## src/rtl/mult_seq_param.sv

```systemverilog
// mult_seq_param - sequential shift-add multiplier, one multiplier bit per cycle.
//
// The product {A,B} is built in place. B holds the multiplier at the start and
// the low product half at the end. X is the sign bit (SIGNED=1) or zero (SIGNED=0).
//
// Optional feature macro: MULT_HEX_EN adds active-low 7-segment outputs Ahex/Bhex.
//
// Ports:
//   Clk           clock, rising edge
//   Reset_n       asynchronous active-low reset
//   S             multiplicand; also the value loaded into B
//   Execute       level start request
//   ClearA_loadB  clear A/X and load S into B (IDLE only; wins over Execute)
//   Aval, Bval    product upper / lower half
//   X             sign / carry bit
//   Busy, Done    status: RUN / DONE state
//   Ahex, Bhex    7-seg digits, LS digit in [6:0] (MULT_HEX_EN only)
//
// state | meaning
// IDLE  | waiting; load B or accept a start
// RUN   | one add/shift step per cycle, WIDTH cycles
// DONE  | product held until Execute drops
module mult_seq_param #(
    parameter int WIDTH  = 8,
    parameter bit SIGNED = 1'b1
) (
    input  logic             Clk,
    input  logic             Reset_n,
    input  logic [WIDTH-1:0] S,
    input  logic             Execute,
    input  logic             ClearA_loadB,
    output logic [WIDTH-1:0] Aval,
    output logic [WIDTH-1:0] Bval,
    output logic             X,
    output logic             Busy,
    output logic             Done
`ifdef MULT_HEX_EN
    ,
    output logic [7*((WIDTH+3)/4)-1:0] Ahex,
    output logic [7*((WIDTH+3)/4)-1:0] Bhex
`endif
);

    localparam int CNT_W = $clog2(WIDTH) + 1;

    typedef enum logic [1:0] {
        ST_IDLE = 2'd0,
        ST_RUN  = 2'd1,
        ST_DONE = 2'd2
    } state_t;

    state_t             state_q, state_d;
    logic [WIDTH-1:0]   a_q, a_d;
    logic [WIDTH-1:0]   b_q, b_d;
    logic               x_q, x_d;
    logic [CNT_W-1:0]   cnt_q, cnt_d;

    logic [WIDTH:0]     a_ext;
    logic [WIDTH:0]     s_ext;
    logic [WIDTH:0]     p;
    logic               last;

    always_ff @(posedge Clk or negedge Reset_n) begin
        if (!Reset_n) begin
            state_q <= ST_IDLE;
            a_q     <= '0;
            b_q     <= '0;
            x_q     <= 1'b0;
            cnt_q   <= '0;
        end else begin
            state_q <= state_d;
            a_q     <= a_d;
            b_q     <= b_d;
            x_q     <= x_d;
            cnt_q   <= cnt_d;
        end
    end

    // Operands are widened by one bit so the carry (unsigned) or the true sign
    // (signed, including the -2^(W-1) squared case) is never lost.
    always_comb begin
        a_ext = SIGNED ? {a_q[WIDTH-1], a_q} : {1'b0, a_q};
        s_ext = SIGNED ? {S[WIDTH-1], S}     : {1'b0, S};
        last  = (cnt_q == CNT_W'(WIDTH - 1));
        p     = a_ext;
        if (b_q[0]) begin
            // The multiplier MSB carries negative weight in two's complement.
            if (SIGNED && last) p = a_ext - s_ext;
            else                p = a_ext + s_ext;
        end
    end

    always_comb begin
        state_d = state_q;
        a_d     = a_q;
        b_d     = b_q;
        x_d     = x_q;
        cnt_d   = cnt_q;
        case (state_q)
            ST_IDLE: begin
                if (ClearA_loadB) begin
                    a_d = '0;
                    x_d = 1'b0;
                    b_d = S;
                end else if (Execute) begin
                    a_d     = '0;
                    x_d     = 1'b0;
                    cnt_d   = '0;
                    state_d = ST_RUN;
                end
            end
            ST_RUN: begin
                a_d   = p[WIDTH:1];
                b_d   = {p[0], b_q[WIDTH-1:1]};
                x_d   = SIGNED ? p[WIDTH] : 1'b0;
                cnt_d = cnt_q + CNT_W'(1);
                if (last) state_d = ST_DONE;
            end
            ST_DONE: begin
                if (!Execute) state_d = ST_IDLE;
            end
            default: state_d = ST_IDLE;
        endcase
    end

    assign Aval = a_q;
    assign Bval = b_q;
    assign X    = x_q;
    assign Busy = (state_q == ST_RUN);
    assign Done = (state_q == ST_DONE);

`ifdef MULT_HEX_EN
    localparam int NDIG = (WIDTH + 3) / 4;

    logic [4*NDIG-1:0] a_pad;
    logic [4*NDIG-1:0] b_pad;

    // Missing bits of a partial top nibble read as zero.
    assign a_pad = (4*NDIG)'(a_q);
    assign b_pad = (4*NDIG)'(b_q);

    function automatic logic [6:0] seg7(input logic [3:0] n);
        logic [6:0] s;
        case (n)
            4'h0: s = 7'h40;
            4'h1: s = 7'h79;
            4'h2: s = 7'h24;
            4'h3: s = 7'h30;
            4'h4: s = 7'h19;
            4'h5: s = 7'h12;
            4'h6: s = 7'h02;
            4'h7: s = 7'h78;
            4'h8: s = 7'h00;
            4'h9: s = 7'h10;
            4'hA: s = 7'h08;
            4'hB: s = 7'h03;
            4'hC: s = 7'h46;
            4'hD: s = 7'h21;
            4'hE: s = 7'h06;
            default: s = 7'h0E;
        endcase
        return s;
    endfunction

    for (genvar g = 0; g < NDIG; g++) begin : g_hex
        assign Ahex[7*g +: 7] = seg7(a_pad[4*g +: 4]);
        assign Bhex[7*g +: 7] = seg7(b_pad[4*g +: 4]);
    end
`endif

endmodule

```

## config.mk

```make
export PLATFORM = sky130hd
export DESIGN_NAME = mult_seq_param
export DESIGN_NICKNAME = d
export VERILOG_FILES = /design/src/rtl/mult_seq_param.sv
export SDC_FILE = /design/constraint.sdc
export NUM_CORES = 1
export LEC_CHECK = 0
export CAP_MARGIN = 5
export CORE_UTILIZATION = 55
export DETAILED_ROUTE_END_ITERATION = 10
export PLACE_DENSITY = 0.84
export SYNTH_ARGS = -nofsm -noshare
export SYNTH_HDL_FRONTEND = slang
export SYNTH_SLANG_ARGS = --single-unit
```

## constraint.sdc

```tcl
create_clock -name Clk -period 5.7 [get_ports Clk]
set_input_delay 0.855 -clock Clk [delete_from_list [all_inputs] [get_ports Clk]]
set_output_delay 0.855 -clock Clk [all_outputs]
set_load 0.01 [all_outputs]
```

==> impl_results.md, run 1 <==
* Status: completed
* Min cycle time layout at between 3000 and 4000 ps
* CTS Buffer Depth at 2
* Synth Cell Area at around 1600 sq um
* Final period util at 56.3%
* Vias in the first global route at 1494
* Leakage at 0.812 nW
* Setup CP Type: in2reg
* Clk root buf: clkbuf_4
* Final net count at around 230
* Num rows at 19
* #FFs+latches synth at 22
* Htree depth at 1
* Global route overflow at 0
* Worst-Margin Slew at 1020 ps
* WL/cell at roughly 17 um
* Initial antenna violation count at 0
* Total track usage at between 20% and 30%
* Sw Share at a little over two fifths
* Fin Clk Skew at 9.49 ps
* Final Util at 70.6%
* CTS sink cnt at 22
* Post-synth ARST share at 100%
* Fill cells at ~220
* Chip width at 55.4 um
* Max Cap Viol at 0
* Yosys warning count at 0
* Netlist cell types at approximately 40
* Final HPWL DP at slightly above 3000 um
* Power Internal at 568 uW
* Pwr Total at roughly 990 uW
* Unrepaired setup endpoints after global routing: false
* Clk network pwr share at approximately an eighth
* Num CTS Buffers at 3
* Layout area overhead at 22.9%
* Hold Vio Cnt, Final at 0
* Area contributors post-synth: dfrtp_1 35%, ha_1 8.0%, a21oi_1 4.8%
* Synth area leader: dfrtp_1
* Vias at roughly 1.5k
* Buffers on Ports at 30
* # IOs at 31
* Highest clock rate at 312 MHz
* CTS tree: yes
* Rel. slew slack at 31.5%
* # DRC at 0
* Core ar. at roughly 2700 sq um
* Top cell type's share of synthesized area at 35.1%
* Critical path startpoint: S[0]
* Antenna Cells at 0
* Post-CTS Resized at 0
* Max rail drop VDD at 445 uV
* Crit. End Element: flop
* Die height at roughly 55 um
* Largest net degree at the start of global routing at 23
* Placer Congestion at 0.855
* Post-CTS Setup Bufs at 0
* First-pass GRT wire length at ~7100 um
* Initial DRT Pass Iterations at 4
* Worst r2r src: cnt_q[0]
* Worst-path clk slew at about 130 ps
* Share of power burned in registers at between 30% and 40%
* Total detailed-routing wirelength at just over 4000 um
* Share of cells above drive strength 1 at 5.31%
* Fin Setup TNS at 0 ps
* Most common library cells after synthesis: 22 x dfrtp_1, 16 x nor2_1, 15 x a21oi_1
* Final Max Slew Viols at 0
* Comb pwr share at 56.7%
* Remaining antenna violation count at 0
* Starting DRT DRC Count at 50
* Cells after synthesis at 180
* Required @ worst endpoint at around 5900 ps
* Number of flops mapped to enable cells by yosys at 0
* Most common cell in the netlist: dfrtp_1
* Syn Nets at 203
* Ys flop type: dfrtp_1
* Hold buffers post-CTS at 0
* Avg Cell Area, Syn at 8.72 sq um
* Share of the yosys chip area belonging to registers at about a third
* NetSw at 425 uW
* Worst hold path type: reg2reg
* Final setup viols at 0
* Initial Util at around 57%
* Startpoint Class: primary input
* Hold_sp: Bval[3]
* Via density at approximately 6.3
* Skew-Pair Late Insertion Delay at 310 ps
* Die area at ~3100 sq um
* Pwr Density at roughly 500 nW/um^2
* Peak fanout along the critical path at 5
* Worst path arrival time at ~3400 ps
-- final cells by class --
type	instances	area [sq um]	area share [%]
Multi-Input combinational cell	142	955	49.4
Clock inverter	1	30.0	1.56
Inverter	9	33.8	1.75
Tap cell	31	38.8	2.01
Timing Repair Buffer	30	300	15.6
Sequential cell	22	551	28.5
Clock buffer	3	22.5	1.17
-- per-layer routing --
| layer | global-route usage [%] | wire length, um | vias up |
|---|---|---|---|
| met5 | 0 | 0 | - |
| met4 | 14.3 | 72 | 0 |
| met3 | 3.51 | 210 | 10 |
| met2 | 48.0 | 1960 | 66 |
| met1 | 38.0 | 1790 | 719 |
| li1 | - | - | 710 |
-- sequential cells by signal, indices dropped and copies added (netlist names) --
signal,count
Aval,7
Bval,8
X,1
cnt_q,4
state_q,2
-- cell usage in the layout, fill, tap and decap left out, drive strengths merged, types with 2 or more instances in the layout --
master,Yosys,routed
a211oi,3,3
a21o,3,3
a21oi,15,15
a22o,3,3
a22oi,4,4
a31oi,3,3
a32oi,3,3
and2,2,2
clkbuf,5,3
clkdlybuf4s50,0,30
dfrtp,22,22
ha,10,10
inv,9,9
mux2i,3,3
nand2,11,11
nand2b,4,4
nor2,16,16
nor2b,6,6
nor3,7,7
o21ai,22,22
o22ai,3,3
xnor2,8,8
xor2,3,3
-- logic make-up after synthesis --
| family | count (synthesis) | synth area share (%) |
|---|---|---|
| buffers and inverters | 16 | 4.14 |
| flip-flops | 22 | 35.1 |
| AO/OA/AOI/OAI | 67 | 27.1 |
| AND/OR/NAND/NOR | 50 | 16.4 |
| multiplexers | 3 | 1.91 |
| adder cells (fa/ha/maj) | 11 | 9.24 |
| XOR/XNOR | 11 | 6.14 |
-- power by group through the flow --
stage | logic, mW | registers [mW] | clock network (mW)
global route | 0.621 | 0.321 | 0.132
global placement | 0.529 | 0.304 | 0
detailed placement | 0.555 | 0.313 | 0
CTS | 0.561 | 0.309 | 0.124
finish | 0.563 | 0.310 | 0.120
floorplan | 0.358 | 0.300 | 0
-- critical path, cell delays in order --
cell and delay, ps:
clkdlybuf4s50_1 540, inv_1 100, ha_1 250, nor2_1 150, xnor2_1 140, ha_1 320, o21ai_1 160, a21oi_1 90
a311o_1 370, a21oi_1 180, xor2_1 170, o21ai_1 70
-- path summary, 6_finish.rpt --
path	endpoint	slack, ps	depth (start not counted)
min reg2reg	Bval[3]	540	2
max in group asynchronous	Aval[3]	3990	1
min in group asynchronous	X	1090	1
max reg2reg	Aval[5]	2840	10
min	Bval[3]	540	2
max	Aval[6]	2490	12
-- stage by stage --
step / hold slack [ps] / std cells / cell area [sq um] / setup WS (ps)
after floorplan: 487 / 180 / 1570 / 3010
after global placement: 499 / 234 / 1880 / 2250
after detailed placement: 512 / 234 / 1880 / 2190
after CTS: 544 / 238 / 1930 / 2530
after global routing: 573 / 238 / 1930 / 2340
final: 537 / 238 / 1930 / 2490
Power figures use the tool's default switching activity.
==> run 2: changes to the inputs <==
--- a/config.mk
+++ b/config.mk
@@ -6,9 +6,9 @@
 export NUM_CORES = 1
 export LEC_CHECK = 0
 export CAP_MARGIN = 5
-export CORE_UTILIZATION = 55
+export CORE_UTILIZATION = 51
 export DETAILED_ROUTE_END_ITERATION = 10
-export PLACE_DENSITY = 0.84
+export PLACE_DENSITY = 0.79
 export SYNTH_ARGS = -nofsm -noshare
 export SYNTH_HDL_FRONTEND = slang
 export SYNTH_SLANG_ARGS = --single-unit
==> constraint.sdc (replaced) <==
create_clock -name Clk -period 3.12 [get_ports Clk]
set_input_delay 0.468 -clock Clk [delete_from_list [all_inputs] [get_ports Clk]]
set_output_delay 0.468 -clock Clk [all_outputs]
set_load 0.01 [all_outputs]
==> run 2 against run 1 <==
Routed wire length shrank 4.7%; sequential share of layout area grew 0.13 points; global-route usage shrank 3.8 points; non-clock buffer count grew 1; register-to-register slack lost 2600 ps; largest power group unchanged; final cell count grew 0.42%; via count shrank 2.3%; core utilization shrank 2.7 points; power grew 75%; combinational power grew 81%; die area grew 7.6%; first-iteration DRC count shrank 8.0%.
==> impl_results.md, run 2 (synthesis gave the netlist of run 1 again) <==
* Status: completed
* CTS tree: yes
* Most common cell after layout, fill and taps aside: clkdlybuf4s50_1
* Reg2Reg Depth at 10 (unchanged)
* Fin Setup TNS at 0 ps (unchanged)
* Starting DRT DRC Count at 46 (-8.0%)
* Num CTS Buffers at 3 (unchanged)
* Reg2reg setup slack at 260 ps (-2580 ps)
* Pwr Density at 904 nW/um^2 (+76%)
* Chip width at 57.5 um (+3.7%)
* Total detailed-routing wirelength at 3840 um (-4.7%)
* WL/cell at 16.1 um (-5.1%)
* Die height at 57.5 um (+3.7%)
* WHS Endpoint: Bval[1]
* Worst-path clk slew at 120 ps (about the same)
* Layout area overhead at 22.4%
* Htree depth at 1 (unchanged)
* Share of cells above drive strength 1 at 5.77% (+0.46 points)
* Crit. End Element: flop
* Via density at 6.15 (-2.7%)
* Min cycle time layout at about 2900 ps
* Worst path arrival time at 3070 ps (-350 ps)
* Hold buffers post-CTS at 0 (unchanged)
* Vias at 1470 (-2.3%)
* Remaining antenna violation count at 0 (unchanged)
* Highest clock rate at around 350 MHz
* Pwr Total at 1.74 mW (+75%)
* Number of flip-flops in the largest register at 8 (unchanged)
* Core ar. at 2830 sq um (+3.5%)
* Final setup viols at 0 (unchanged)
* Vias in the first global route at 1407 (-5.8%)
* Fill cells at 230 (+3.6%)
* Worst hold path type: reg2reg
* Largest net degree at the start of global routing at 23 (unchanged)
* Startpoint Class: flop
* Final period util at 91.8%
* Max rail drop VDD at 578 uV (+30%)
* Worst-Margin Slew at 1000 ps (-22.9 ps)
* Initial Util at 55.5% (-1.9 points)
* Global route overflow at 0 (unchanged)
* Die area at 3310 sq um (+7.6%)
* FF-to-FF End: Aval[6]
* Buffers on Ports at 30 (unchanged)
* Required @ worst endpoint at 3320 ps (-2590 ps)
* # DRC at 0 (unchanged)
* Final Max Slew Viols at 0 (unchanged)
* Hold_sp: Bval[1]
* # IOs at 31 (unchanged)
* CTS sink cnt at 22 (unchanged)
* First-pass GRT wire length at 6470 um (-8.5%)
* Total track usage at 25.4% (-3.8 points)
* Fin Clk Skew at 3.41 ps (-6.08 ps)
* Setup CP Type: reg2reg
* Post-CTS Resized at 0 (unchanged)
* Antenna Cells at 0 (unchanged)
* Unrepaired setup endpoints after global routing: false
* Peak fanout along the critical path at 11 (+6)
* Max Cap Viol at 0 (unchanged)
* Post-CTS Setup Bufs at 0 (unchanged)
* Hold Vio Cnt, Final at 0 (unchanged)
* Skew-Pair Late Insertion Delay at 310 ps (about the same)
* Placer Congestion at 0.884 (+3.3%)
* Final HPWL DP at 2910 um (-4.0%)
* Worst r2r src: cnt_q[0]
* Rel. slew slack at 33.0% (+1.5 points)
* Leakage at 0.810 nW (-0.26%)
* Num rows at 19 (unchanged)
* CTS Buffer Depth at 2 (unchanged)
* Initial antenna violation count at 0 (unchanged)
* Clk root buf: clkbuf_4
* WHS Path Cells at 2 (unchanged)
* Final net count at 232 (+0.43%)
* Most frequent cells in the layout: 30 x clkdlybuf4s50_1, 22 x dfrtp_1, 16 x nor2_1
* Initial DRT Pass Iterations at 5 (+1)
run 2: cell types whose count changed in the layout (fill, tap and decap cells not counted):
cell / change
buf_4: +1
bufinv_16: -1
clkbuf_8: +1
run 2: worst max-delay path by stage:
stage / startpoint / to / cells past startpoint
floorplan: cnt_q[0] / Aval[6] / 12
global placement: S[0] / Aval[6] / 12
detailed placement: S[0] / Aval[6] / 12
CTS: cnt_q[0] / Aval[6] / 10
global route: cnt_q[0] / Aval[6] / 10
finish: cnt_q[0] / Aval[6] / 10
run 2: layout make-up:
| type | instances | area (sq um) | share of cell area (%) |
|---|---|---|---|
| multi-input cells | 142 | 955 | 49.7 |
| repair buffers | 31 | 308 | 16.0 |
| clock buffers | 4 | 36.3 | 1.89 |
| inverters | 9 | 33.8 | 1.76 |
| well taps | 31 | 38.8 | 2.02 |
| flip-flops and latches | 22 | 551 | 28.6 |
run 2: metrics by stage:
step / setup WS, ps / area, sq um / hold WS [ps] / cells / util [%]
global route: 59.2 / 1920 / 580 / 239 / 67.9
detailed placement: -13.5 / 1890 / 509 / 235 / 66.7
CTS: 270 / 1920 / 539 / 239 / 67.9
finish: 256 / 1920 / 534 / 239 / 67.9
global placement: 57.8 / 1890 / 500 / 235 / 66.7
floorplan: 620 / 1570 / 172 / 180 / -
run 2: routing by layer:
layer	track usage (%)	wire (um)	part of all wire, %
met5	0	0	0
met4	8.71	47	1.2
met3	3.63	235	6.1
met2	42.7	1920	50
met1	33.4	1640	43
run 2: power by group:
part / leakage [nW] / internal (mW) / switching [mW]
Sequential: 0.277 / 0.407 / 0.153
Clock: 0.0210 / 0.0713 / 0.0889
Combinational: 0.512 / 0.502 / 0.516
run 2: critical path, stage by stage (launching register included):
cell and delay (ps):
dfrtp_1 410, ha_1 210, and3b_1 430, mux2i_1 400, ha_1 310, nand2b_1 100, a21oi_1 110, a311o_1 360
a21oi_1 180, xor2_1 180, o21ai_1 80
